<file path="config.mk">
export PLATFORM = sky130hd
export DESIGN_NAME = spo2_window_stats
export DESIGN_NICKNAME = d
export VERILOG_FILES = /design/src/rtl/spo2_pkg.sv /design/src/rtl/chan_accum.sv /design/src/rtl/spo2_window_stats.sv
export SDC_FILE = /design/constraint.sdc
export NUM_CORES = 1
export LEC_CHECK = 0
export ABC_AREA = 0
export CAP_MARGIN = 10
export CORE_UTILIZATION = 52
export DETAILED_ROUTE_END_ITERATION = 10
export GPL_TIMING_DRIVEN = 0
export PLACE_DENSITY = 0.7
export SETUP_SLACK_MARGIN = 0.2
export SLEW_MARGIN = 20
export SYNTH_ARGS = -nofsm -noshare
export SYNTH_HDL_FRONTEND = slang
export SYNTH_SLANG_ARGS = --single-unit
</file>
<file path="constraint.sdc">
create_clock -name CLK -period 7.5 [get_ports CLK]
set_input_delay 0.75 -clock CLK [delete_from_list [all_inputs] [get_ports CLK]]
set_output_delay 0.75 -clock CLK [all_outputs]
set_load 0.01 [all_outputs]
</file>
<file path="src/rtl/spo2_pkg.sv">
// ---------------------------------------------------------------------------
// spo2_pkg
// Shared definitions for the SpO2 window-statistics receive path:
//   - ADC sample width and the default window length exponent
//   - window FSM and beat-detector state encodings
//   - sat_adc(): clamps a signed threshold into the ADC code range
// ---------------------------------------------------------------------------
package spo2_pkg;

  localparam int ADC_W        = 8;
  localparam int ADC_MAX      = (1 << ADC_W) - 1;
  localparam int WIN_LOG2_DEF = 7;

  typedef enum logic [1:0] {
    ST_IDLE,
    ST_FILL,
    ST_REPORT
  } win_state_e;

  typedef enum logic {
    BEAT_UNARMED,
    BEAT_LOW
  } beat_state_e;

  // Thresholds are DC +/- HYST, which can leave the 0..255 code range.
  function automatic logic [ADC_W-1:0] sat_adc(input int value);
    int clamped;
    if (value < 0) begin
      clamped = 0;
    end else if (value > ADC_MAX) begin
      clamped = ADC_MAX;
    end else begin
      clamped = value;
    end
    return clamped[ADC_W-1:0];
  endfunction

endpackage

</file>
<file path="src/rtl/chan_accum.sv">
// ---------------------------------------------------------------------------
// chan_accum
// Per-channel window accumulator: running sum, minimum and maximum of the
// samples presented with sample_valid. clear restarts the window; a sample
// arriving together with clear becomes the first sample of the new window.
// Ports:
//   CLK, rst      clock, synchronous active-high reset
//   clear         restart the window
//   sample_valid  data holds a sample to accumulate
//   data          ADC sample
//   dc            sum >> WIN_LOG2 (window mean, truncated)
//   ac            max - min over the window
// ---------------------------------------------------------------------------
module chan_accum
  import spo2_pkg::*;
#(
  parameter int WIN_LOG2 = WIN_LOG2_DEF
) (
  input  logic             CLK,
  input  logic             rst,
  input  logic             clear,
  input  logic             sample_valid,
  input  logic [ADC_W-1:0] data,
  output logic [ADC_W-1:0] dc,
  output logic [ADC_W-1:0] ac
);

  // 2^WIN_LOG2 samples of at most 255 always fit in ADC_W + WIN_LOG2 bits.
  localparam int SUM_W = ADC_W + WIN_LOG2;

  logic [SUM_W-1:0] sum_q;
  logic [ADC_W-1:0] min_q;
  logic [ADC_W-1:0] max_q;

  // NOTE: sequential state is written only with non-blocking assignments so
  // every register samples its inputs from before the clock edge.
  always_ff @(posedge CLK) begin
    if (rst) begin
      sum_q <= '0;
      min_q <= '1;
      max_q <= '0;
    end else if (clear) begin
      if (sample_valid) begin
        sum_q <= SUM_W'(data);
        min_q <= data;
        max_q <= data;
      end else begin
        sum_q <= '0;
        min_q <= '1;
        max_q <= '0;
      end
    end else if (sample_valid) begin
      sum_q <= sum_q + SUM_W'(data);
      if (data < min_q) min_q <= data;
      if (data > max_q) max_q <= data;
    end
  end

  // Dropping the low WIN_LOG2 bits is the divide by the window length.
  assign dc = sum_q[SUM_W-1 -: ADC_W];
  // An empty window (min=255, max=0) reads as zero swing.
  assign ac = (max_q >= min_q) ? (max_q - min_q) : '0;

endmodule

</file>
<file path="src/rtl/spo2_window_stats.sv">
// ---------------------------------------------------------------------------
// spo2_window_stats
// Receive side of the LED/ADC sampling interface. Falling edges of the LED
// phase lines mark RED and IR samples; RED-then-IR pairs are accumulated over
// 2^WIN_LOG2 pairs to report per-channel DC (mean) and AC (max-min). IR
// samples also drive a hysteretic beat detector that reports beat interval.
// Ports:
//   CLK, rst                      clock, synchronous active-high reset
//   Enable                        run; low discards the window in progress
//   LED_RED, LED_IR               controller LED phase lines
//   RED_ADC_Value, IR_ADC_Value   samples, valid at the end of each phase
//   RED_DC/RED_AC/IR_DC/IR_AC     window statistics, held between reports
//   Stats_Valid                   one-cycle pulse when the statistics update
//   Beat                          one-cycle pulse per detected IR beat
//   Beat_Interval                 pairs between the last two beats
//   Phase_Err                     sticky: both LED phases seen high together
// ---------------------------------------------------------------------------
module spo2_window_stats
  import spo2_pkg::*;
#(
  parameter int WIN_LOG2 = WIN_LOG2_DEF,
  parameter int HYST     = 8,
  parameter int IBI_MAX  = 255
) (
  input  logic             CLK,
  input  logic             rst,
  input  logic             Enable,
  input  logic             LED_RED,
  input  logic             LED_IR,
  input  logic [ADC_W-1:0] RED_ADC_Value,
  input  logic [ADC_W-1:0] IR_ADC_Value,
  output logic [ADC_W-1:0] RED_DC,
  output logic [ADC_W-1:0] RED_AC,
  output logic [ADC_W-1:0] IR_DC,
  output logic [ADC_W-1:0] IR_AC,
  output logic             Stats_Valid,
  output logic             Beat,
  output logic [ADC_W-1:0] Beat_Interval,
  output logic             Phase_Err
);

  localparam int                CNT_W     = WIN_LOG2 + 1;
  localparam logic [CNT_W-1:0]  WIN_PAIRS = CNT_W'(1 << WIN_LOG2);
  localparam logic [ADC_W-1:0]  IBI_SAT   = ADC_W'(IBI_MAX);

  // ---------------- phase edge detect and pairing ----------------
  logic             led_red_q;
  logic             led_ir_q;
  logic             phase_err_q;
  logic             red_pend_q;
  logic [ADC_W-1:0] red_hold_q;
  logic             ev_blocked;
  logic             red_evt;
  logic             ir_evt;
  logic             pair_valid;

  // Falls leaving a cycle where both phases were high come from a corrupted
  // phase sequence, so neither is taken as a sample.
  assign ev_blocked = (led_red_q & led_ir_q) | (LED_RED & LED_IR);
  assign red_evt    = led_red_q & ~LED_RED & ~ev_blocked;
  assign ir_evt     = led_ir_q  & ~LED_IR  & ~ev_blocked;
  // An IR sample completes a pair only if a RED sample is waiting.
  assign pair_valid = ir_evt & red_pend_q;

  always_ff @(posedge CLK) begin
    if (rst) begin
      led_red_q   <= 1'b0;
      led_ir_q    <= 1'b0;
      phase_err_q <= 1'b0;
      red_pend_q  <= 1'b0;
      red_hold_q  <= '0;
    end else begin
      led_red_q <= LED_RED;
      led_ir_q  <= LED_IR;
      if (LED_RED && LED_IR) phase_err_q <= 1'b1;
      if (red_evt) begin
        // A newer RED sample replaces one still waiting for its IR partner.
        red_pend_q <= 1'b1;
        red_hold_q <= RED_ADC_Value;
      end else if (ir_evt) begin
        red_pend_q <= 1'b0;
      end
    end
  end

  // ---------------- window FSM ----------------
  win_state_e       state_q;
  win_state_e       state_d;
  logic [CNT_W-1:0] pair_cnt_q;
  logic [CNT_W-1:0] cnt_inc;
  logic             acc_clear;
  logic             acc_valid;
  logic             report;

  assign cnt_inc   = pair_cnt_q + CNT_W'(1);
  assign acc_valid = pair_valid & Enable & (state_q != ST_IDLE);
  assign report    = (state_q == ST_REPORT);

  always_ff @(posedge CLK) begin
    if (rst) state_q <= ST_IDLE;
    else     state_q <= state_d;
  end

  // NOTE: every combinational output gets a default before the case so no
  // path leaves it unassigned, which would otherwise infer a latch.
  always_comb begin
    state_d   = state_q;
    acc_clear = 1'b0;
    unique case (state_q)
      ST_IDLE: begin
        acc_clear = 1'b1;
        if (Enable) state_d = ST_FILL;
      end
      ST_FILL: begin
        if (acc_valid && (cnt_inc == WIN_PAIRS)) state_d = ST_REPORT;
      end
      ST_REPORT: begin
        acc_clear = 1'b1;
        state_d   = ST_FILL;
      end
      default: state_d = ST_IDLE;
    endcase
    if (!Enable) state_d = ST_IDLE;
  end

  always_ff @(posedge CLK) begin
    if (rst) begin
      pair_cnt_q <= '0;
    end else if (acc_clear) begin
      // A pair landing on the REPORT cycle opens the next window.
      pair_cnt_q <= acc_valid ? CNT_W'(1) : '0;
    end else if (acc_valid) begin
      pair_cnt_q <= cnt_inc;
    end
  end

  // ---------------- channel accumulators ----------------
  logic [ADC_W-1:0] red_dc_acc;
  logic [ADC_W-1:0] red_ac_acc;
  logic [ADC_W-1:0] ir_dc_acc;
  logic [ADC_W-1:0] ir_ac_acc;

  chan_accum #(.WIN_LOG2(WIN_LOG2)) u_red_accum (
    .CLK          (CLK),
    .rst          (rst),
    .clear        (acc_clear),
    .sample_valid (acc_valid),
    .data         (red_hold_q),
    .dc           (red_dc_acc),
    .ac           (red_ac_acc)
  );

  chan_accum #(.WIN_LOG2(WIN_LOG2)) u_ir_accum (
    .CLK          (CLK),
    .rst          (rst),
    .clear        (acc_clear),
    .sample_valid (acc_valid),
    .data         (IR_ADC_Value),
    .dc           (ir_dc_acc),
    .ac           (ir_ac_acc)
  );

  // ---------------- reported statistics ----------------
  logic [ADC_W-1:0] red_dc_q;
  logic [ADC_W-1:0] red_ac_q;
  logic [ADC_W-1:0] ir_dc_q;
  logic [ADC_W-1:0] ir_ac_q;

  always_ff @(posedge CLK) begin
    if (rst) begin
      red_dc_q <= '0;
      red_ac_q <= '0;
      ir_dc_q  <= '0;
      ir_ac_q  <= '0;
    end else if (report) begin
      red_dc_q <= red_dc_acc;
      red_ac_q <= red_ac_acc;
      ir_dc_q  <= ir_dc_acc;
      ir_ac_q  <= ir_ac_acc;
    end
  end

  // The finished window is shown directly during REPORT so the statistics
  // and Stats_Valid appear in the same cycle; the registers then hold them.
  assign RED_DC      = report ? red_dc_acc : red_dc_q;
  assign RED_AC      = report ? red_ac_acc : red_ac_q;
  assign IR_DC       = report ? ir_dc_acc  : ir_dc_q;
  assign IR_AC       = report ? ir_ac_acc  : ir_ac_q;
  assign Stats_Valid = report;
  assign Phase_Err   = phase_err_q;

  // ---------------- beat detector ----------------
  beat_state_e      beat_q;
  logic             beat_pulse_q;
  logic             reported_q;
  logic             beat_seen_q;
  logic [ADC_W-1:0] ibi_cnt_q;
  logic [ADC_W-1:0] ibi_q;
  logic [ADC_W-1:0] ibi_next;
  logic [ADC_W-1:0] lo_thr;
  logic [ADC_W-1:0] hi_thr;
  logic             beat_eval;
  logic             beat_hit;

  assign lo_thr    = sat_adc(int'(ir_dc_q) - HYST);
  assign hi_thr    = sat_adc(int'(ir_dc_q) + HYST);
  // Thresholds are meaningless until a window has produced an IR DC level.
  assign beat_eval = ir_evt & reported_q;
  assign beat_hit  = beat_eval & (beat_q == BEAT_LOW) & (IR_ADC_Value > hi_thr);
  // The interval includes the pair that carries the beat itself.
  assign ibi_next  = (pair_valid && (ibi_cnt_q != IBI_SAT)) ? ibi_cnt_q + 1'b1 : ibi_cnt_q;

  always_ff @(posedge CLK) begin
    if (rst) begin
      beat_q       <= BEAT_UNARMED;
      beat_pulse_q <= 1'b0;
      reported_q   <= 1'b0;
      beat_seen_q  <= 1'b0;
      ibi_cnt_q    <= '0;
      ibi_q        <= '0;
    end else begin
      beat_pulse_q <= 1'b0;
      if (!Enable) begin
        beat_q      <= BEAT_UNARMED;
        reported_q  <= 1'b0;
        beat_seen_q <= 1'b0;
        ibi_cnt_q   <= '0;
      end else begin
        if (report) reported_q <= 1'b1;
        if (beat_eval && (beat_q == BEAT_UNARMED) && (IR_ADC_Value < lo_thr)) begin
          beat_q <= BEAT_LOW;
        end
        if (beat_hit) begin
          beat_q       <= BEAT_UNARMED;
          beat_pulse_q <= 1'b1;
          beat_seen_q  <= 1'b1;
          // The first beat after enable has no predecessor to measure from.
          if (beat_seen_q) ibi_q <= ibi_next;
          ibi_cnt_q <= '0;
        end else begin
          ibi_cnt_q <= ibi_next;
        end
      end
    end
  end

  assign Beat          = beat_pulse_q;
  assign Beat_Interval = ibi_q;

endmodule

</file>
After elaboration in Yosys (flattened, before gate mapping). Cells that the tools add are included.

Register bits after elaboration: 136. Input port bits: 21. Output and inout port bits: 43. Word-level logic and storage cells: 129.

Add/sub/neg operators: 8. Magnitude comparators: 12. Eq/ne operators: 5. Multiplexer cells: 42. Bitwise logic cells: 18. Reductions and logical operators: 21.

Operators with widths (number): $mux W8 (31); $mux W15 (4); $add A15 B8 Y15 (2); $gt A8 B8 Y1 (3); $lt A8 B8 Y1 (3); $lt A9 B1 Y1 const B (2); $add A8 B1 Y8 const B (2); $ge A8 B8 Y1 (2); $sub A8 B8 Y8 (2); $reduce_bool A2 Y1 (7); $and A1 B1 Y1 (12); $add A8 B4 Y9 const B (1); $gt A9 B8 Y1 const B (1); $gt A9 B9 Y1 const B (1); $sub A8 B4 Y9 const B (1); $eq A8 B8 Y1 const B (1); $ne A8 B8 Y1 const B (1); $reduce_and A2 Y1 (4); $logic_and A1 B1 Y1 (5); $mux W1 (5); $not A1 Y1 (5); $pmux W2 S2 (1); $reduce_or A2 Y1 (2); $reduce_and A3 Y1 (1); 7 further kinds (7).

Longest topological paths before layout.
Depth after elaboration: 10. Gate-level depth with buffers: 15. Depth with buffers taken out: 14.

By module. From an unflattened synthesis, not the netlist that was laid out.

Cells, all modules: 963. Area total of the unflattened synthesis: 8526.9 sq um.

By module, submodules not included: spo2_window_stats (times used 1, cells each 392, area an instance 3661.0 sq um, seq. area each 1481.4 sq um); chan_accum (u_red_accum) (times used 1, cells each 291, area an instance 2467.4 sq um, seq. area each 620.6 sq um); chan_accum (u_ir_accum) (times used 1, cells each 280, area an instance 2398.6 sq um, seq. area each 620.6 sq um).

Worst setup path after synthesis. OpenSTA, ideal clock, no wires.

Kind: reg2reg. Start: register ir_dc_q[3]. End: register beat_q. Setup time: 58 ps. Arrival time: 3025 ps. Data required time: 7442 ps. Path slack: 4417 ps. Cell stages (with the launch flop): 16. Buffers on the path: 1. Period minus slack after synthesis: 3083 ps. Cell sequence: dfxtp_1 ha_1 nor2b_1 nand3_1 mux2i_1 nand3_1 a32oi_1 nor2b_1 ha_1 nand3_1 or3_1 nand3_1 a21oi_1 or2_1 clkbuf_1 o21ba_1.

Longest elaborated chain between the ends: 7. Elaborated cells between the ends (all ways): 15. Those cells by class: 2 x add/sub; 6 x order compare; 4 x mux; 1 x bitwise; 2 x reduce/logical.

Ends and longest elaborated chain: start: declaration (RTL line spo2_window_stats.sv:166) `logic [ADC_W-1:0] ir_dc_q;`; start signal: assignment (RTL line spo2_window_stats.sv:178) `ir_dc_q <= ir_dc_acc;`; $add A8 B4 Y9 (RTL line spo2_window_stats.sv:206) `assign hi_thr = sat_adc(int'(ir_dc_q) + HYST);`; $gt A9 B8 Y1 (RTL line spo2_pkg.sv:30) `end else if (value > ADC_MAX) begin`; $mux W8 (RTL line spo2_pkg.sv:30); $mux W8 (RTL line spo2_pkg.sv:28) `if (value < 0) begin`; $gt A8 B8 Y1 (RTL line spo2_window_stats.sv:209) `assign beat_hit = beat_eval & (beat_q == BEAT_LOW) & (IR_ADC_Value > hi_thr);`; $and A1 B1 Y1 (RTL line spo2_window_stats.sv:209); $reduce_or A3 Y1 (no line); end signal: assignment (RTL line spo2_window_stats.sv:215) `beat_q <= BEAT_UNARMED;`; end signal: assignment (RTL line spo2_window_stats.sv:224) `beat_q <= BEAT_UNARMED;`; end signal: assignment (RTL line spo2_window_stats.sv:231) `beat_q <= BEAT_LOW;`; end: declaration (RTL line spo2_window_stats.sv:193) `beat_state_e beat_q;`.

Several ways; a longest one is shown, not always the timed one. A chain may end at the register's enable or synchronous reset.

Worst setup path after layout.
Start: register u_red_accum.max_q[0]. End: output port RED_AC[5].

Longest elaborated chain between the ends: 3. Elaborated cells between the ends (all ways): 4. Those cells by class: 1 x add/sub; 1 x order compare; 2 x mux.

Ends and longest elaborated chain: start: declaration (RTL line chan_accum.sv:33) `logic [ADC_W-1:0] max_q;`; start signal: assignment (RTL line chan_accum.sv:46) `max_q <= data;`; start signal: assignment (RTL line chan_accum.sv:55) `if (data > max_q) max_q <= data;`; $sub A8 B8 Y8 / $ge A8 B8 Y1 (equally long branches) (RTL line chan_accum.sv:62) `assign ac = (max_q >= min_q) ? (max_q - min_q) : '0;`; $mux W8 (*) (RTL line chan_accum.sv:62); $mux W8 (*); end: declaration (RTL line spo2_window_stats.sv:33) `output logic [ADC_W-1:0] RED_AC,`.

Mark *: on every way between the ends. The rest lies on a longest branch, timed or not.

==> results.tsv <==
stage	metric	value	unit
run_status	outcome	finished, final reports clean	
place	gp_congestion	0.8636	
drt	ant_nets	0	
synth	synth_xor_area_share	3.629	%
pwr	switchingPower	416.5	uW
die	io_pins	64	
global_routing	grtUsageTotal	27.10	%
pwr	p_clk_share	50.1	%
pwr	internal_power	1.333	mW
sta	fin_worst_skew	7.845	ps
drt	first_pass_iters	5	
place	dp_hpwl	15810	um
place	port_buffers	63	
worst_setup_path	worstSetupPathType	reg -> out	
drt	via_count	7217	
sta	rsz0062_at_grt	no	
worst_setup_path	cp-start-kind	register	
die	start_util	53.59	%
sta	finalCritPeriodShare	53.22	%
sta	setup_slack	3509	ps
drt	viasPerCell	5.678	
synth	synth_top_family_by_area	compound AO/OA/AOI/OAI gates	
synth	avgSynthCellArea	8.504	sq um
die	core_region_area	15310	sq um
synth	yosysSeqAreaShare	33.18	%
sta	max_freq	0.2506	GHz
synth	synthSimpleGateAreaFrac	20.55	%
sta	worst_pin_slew	863.3	ps
finish	fin_nets	1156	
flow_run	maxCapViolCount	0	
pwr	pwr-share-comb	7.8	%
finish	n_antenna_cell	0	
synth	yosys_warnings	0	
synth	synth-compound-area-share	22.98	%
global_routing	grt_remaining_overflow	0	
synth	synth_area	8207	sq um
pwr	total_power	1.749	mW
synth	ys_ff_latch	136	
global_routing	first_global_vias	6553	
finish	finalNonFillerCells	1271	
cts	path_clk_slew	60	ps
worst_setup_path	crit_required	6750	ps
sta	fin_crit	3991	ps
pwr	power_leakage	3.953	nW
pwr	swShare	23.81	%
finish	final_cell_mix	dfxtp_1 (136), nor2_1 (96), nand2_1 (92)	
sta	slew_violations	0	
worst_hold_path	hold_path.class	reg -> reg	
cts	clock_sinks	136	
pwr	pwr-share-seq	42.1	%
worst_setup_path	endpoint_kind	output pin	
cts	cts_hold_buf	0	
cts	tritoncts	done	
global_routing	grt_pass1_wl	34250	um
finish	drive_above_1_share	6.981	%
cts	worstSkewPairLatency	420	ps
die	fp.dieW	127.6	um
cts	root_buffer	clkbuf_16	
finish	areaGrowthSynthToFinish	18.42	%
synth	post_synth_fa_ha_maj_area_fraction	13.78	%
drt	totalWireLength	21240	um
global_routing	antenna_found_initial	0	
synth	ys.flop_type	dfxtp_1	
synth	synth-edff-count	0	
finish	final_common_cell	dfxtp_1	
die	rows	45	
drt	drc_errors	0	
finish	final_util	63.46	%
sta	fin_tns_setup	0	ps
cts	cts_buffers	17	
cts	cts_setup_buffers	0	
place	pre_cts_slack	3848	ps
sta	hold_viol_final	0	
place	dpl.cell_count	1239	
drt	drtIter0Drc	526	
cts	clockBufferDepth	2	
synth	synth_nets	1074	
cts	htreeDepth	4	
worst_setup_path	worstPathArrival	3240	ps
die	design.die.area	16290	sq um
die	dieHeight	127.6	um
synth	async_flop_share	0	%
cts	cts_resized	0	
pwr	ir_drop	0.1788	mV
synth	synth_cells	965	
sta	relSlewSlack	41.92	%
global_routing	grt_max_degree	17	
synth	ys_types	76	
synth	synth_mux_area_share	1.753	%
pwr	cellPowerDensity	180.0	nW/um^2
worst_setup_path	crit_fanout	7	
sta	timing.final.setup_violations	0	
drt	wl_per_cell	16.71	um
==> sequential cells by signal, summed over array words and instances, names as in the netlist, 2 cells and up <==
register / count
Beat_Interval: 8
ibi_cnt_q: 8
ir_ac_q: 8
ir_dc_q: 8
pair_cnt_q: 8
red_ac_q: 8
red_dc_q: 8
red_hold_q: 8
state_q: 2
u_ir_accum.max_q: 8
u_ir_accum.min_q: 8
u_ir_accum.sum_q: 15
u_red_accum.max_q: 8
u_red_accum.min_q: 8
u_red_accum.sum_q: 15
==> cell families after synthesis <==
kind of cell | count (synthesis)
adder cells (fa/ha/maj) | 88
buffers and inverters | 87
XOR/XNOR | 34
AO/OA/AOI/OAI | 269
flip-flops | 136
AND/OR/NAND/NOR | 337
multiplexers | 14
==> through the flow <==
stage,area [sq um],hold slack [ps]
after floorplan,8207,431.6
after global placement,9101,441.1
after detailed placement,9101,457.2
after CTS,9718,465.5
after global routing,9718,479.3
final,9718,464.1
==> layout make-up <==
class	instances	area [sq um]
clock buffers	23	478.0
inverters	54	202.7
repair buffers	63	630.6
plain buffers	33	136.4
multi-input cells	742	5145
well taps	211	264.0
clock inverters	9	138.9
flip-flops and latches	136	2723
fillers	1354	5597
==> path summary, 6_finish.rpt <==
path	from	end	slack, ps	depth (start not counted)
max	u_red_accum.max_q[0]$_SDFFE_PP0P_	RED_AC[5]	3510	10
min	red_dc_q[1]$_SDFF_PP0_	red_dc_q[1]$_SDFF_PP0_	460	2
max reg2reg	ir_dc_q[3]$_SDFF_PP0_	beat_q$_SDFFE_PP0P_	3830	13
min reg2reg	red_dc_q[1]$_SDFF_PP0_	red_dc_q[1]$_SDFF_PP0_	460	2
==> power by group through the flow <==
| stage | clock network, mW | logic, mW | registers [mW] |
|---|---|---|---|
| floorplan | 0 | 0.0863 | 0.750 |
| global placement | 0 | 0.131 | 0.752 |
| detailed placement | 0 | 0.133 | 0.752 |
| CTS | 0.886 | 0.135 | 0.736 |
| global route | 0.917 | 0.151 | 0.737 |
| finish | 0.877 | 0.136 | 0.737 |
==> synthesized netlist by cell type (12+ instances only) <==
cell type	number	area, sq um
nor2b_1	35	219.0
nor2_1	96	360.4
o21ai_0	29	145.1
o22a_1	16	140.1
a21oi_1	65	325.3
a211oi_1	25	187.7
xnor2_1	22	192.7
nand2_1	92	345.3
ha_1	84	1051
a22o_1	12	105.1
nand3_1	27	135.1
clkbuf_1	17	63.81
inv_1	52	195.2
dfxtp_1	136	2723
xor2_1	12	105.1
nor3_1	13	65.06
a21o_1	18	135.1
==> critical path, stage by stage, from the launching register on <==
cell and delay [ps]:
dfxtp_1 340, inv_1 60, ha_1 150, inv_1 50
fa_1 430, a211oi_2 240, o21ai_1 140, a2111oi_2 430
nor2_1 200, a32o_1 270, clkdlybuf4s50_1 480
==> per-layer routing <==
metal  wire length (um)  share of wire, %  track usage [%]  vias to the layer above
met5                  0                 0                0                        -
met4                488               2.3            9.550                        0
met3               1052               5.0            5.109                       32
met2               9526                45            43.30                      152
met1              10170                48            36.57                     3371
li1                   -                 -                -                     3662
No activity file was read; power rests on OpenSTA's default activity.
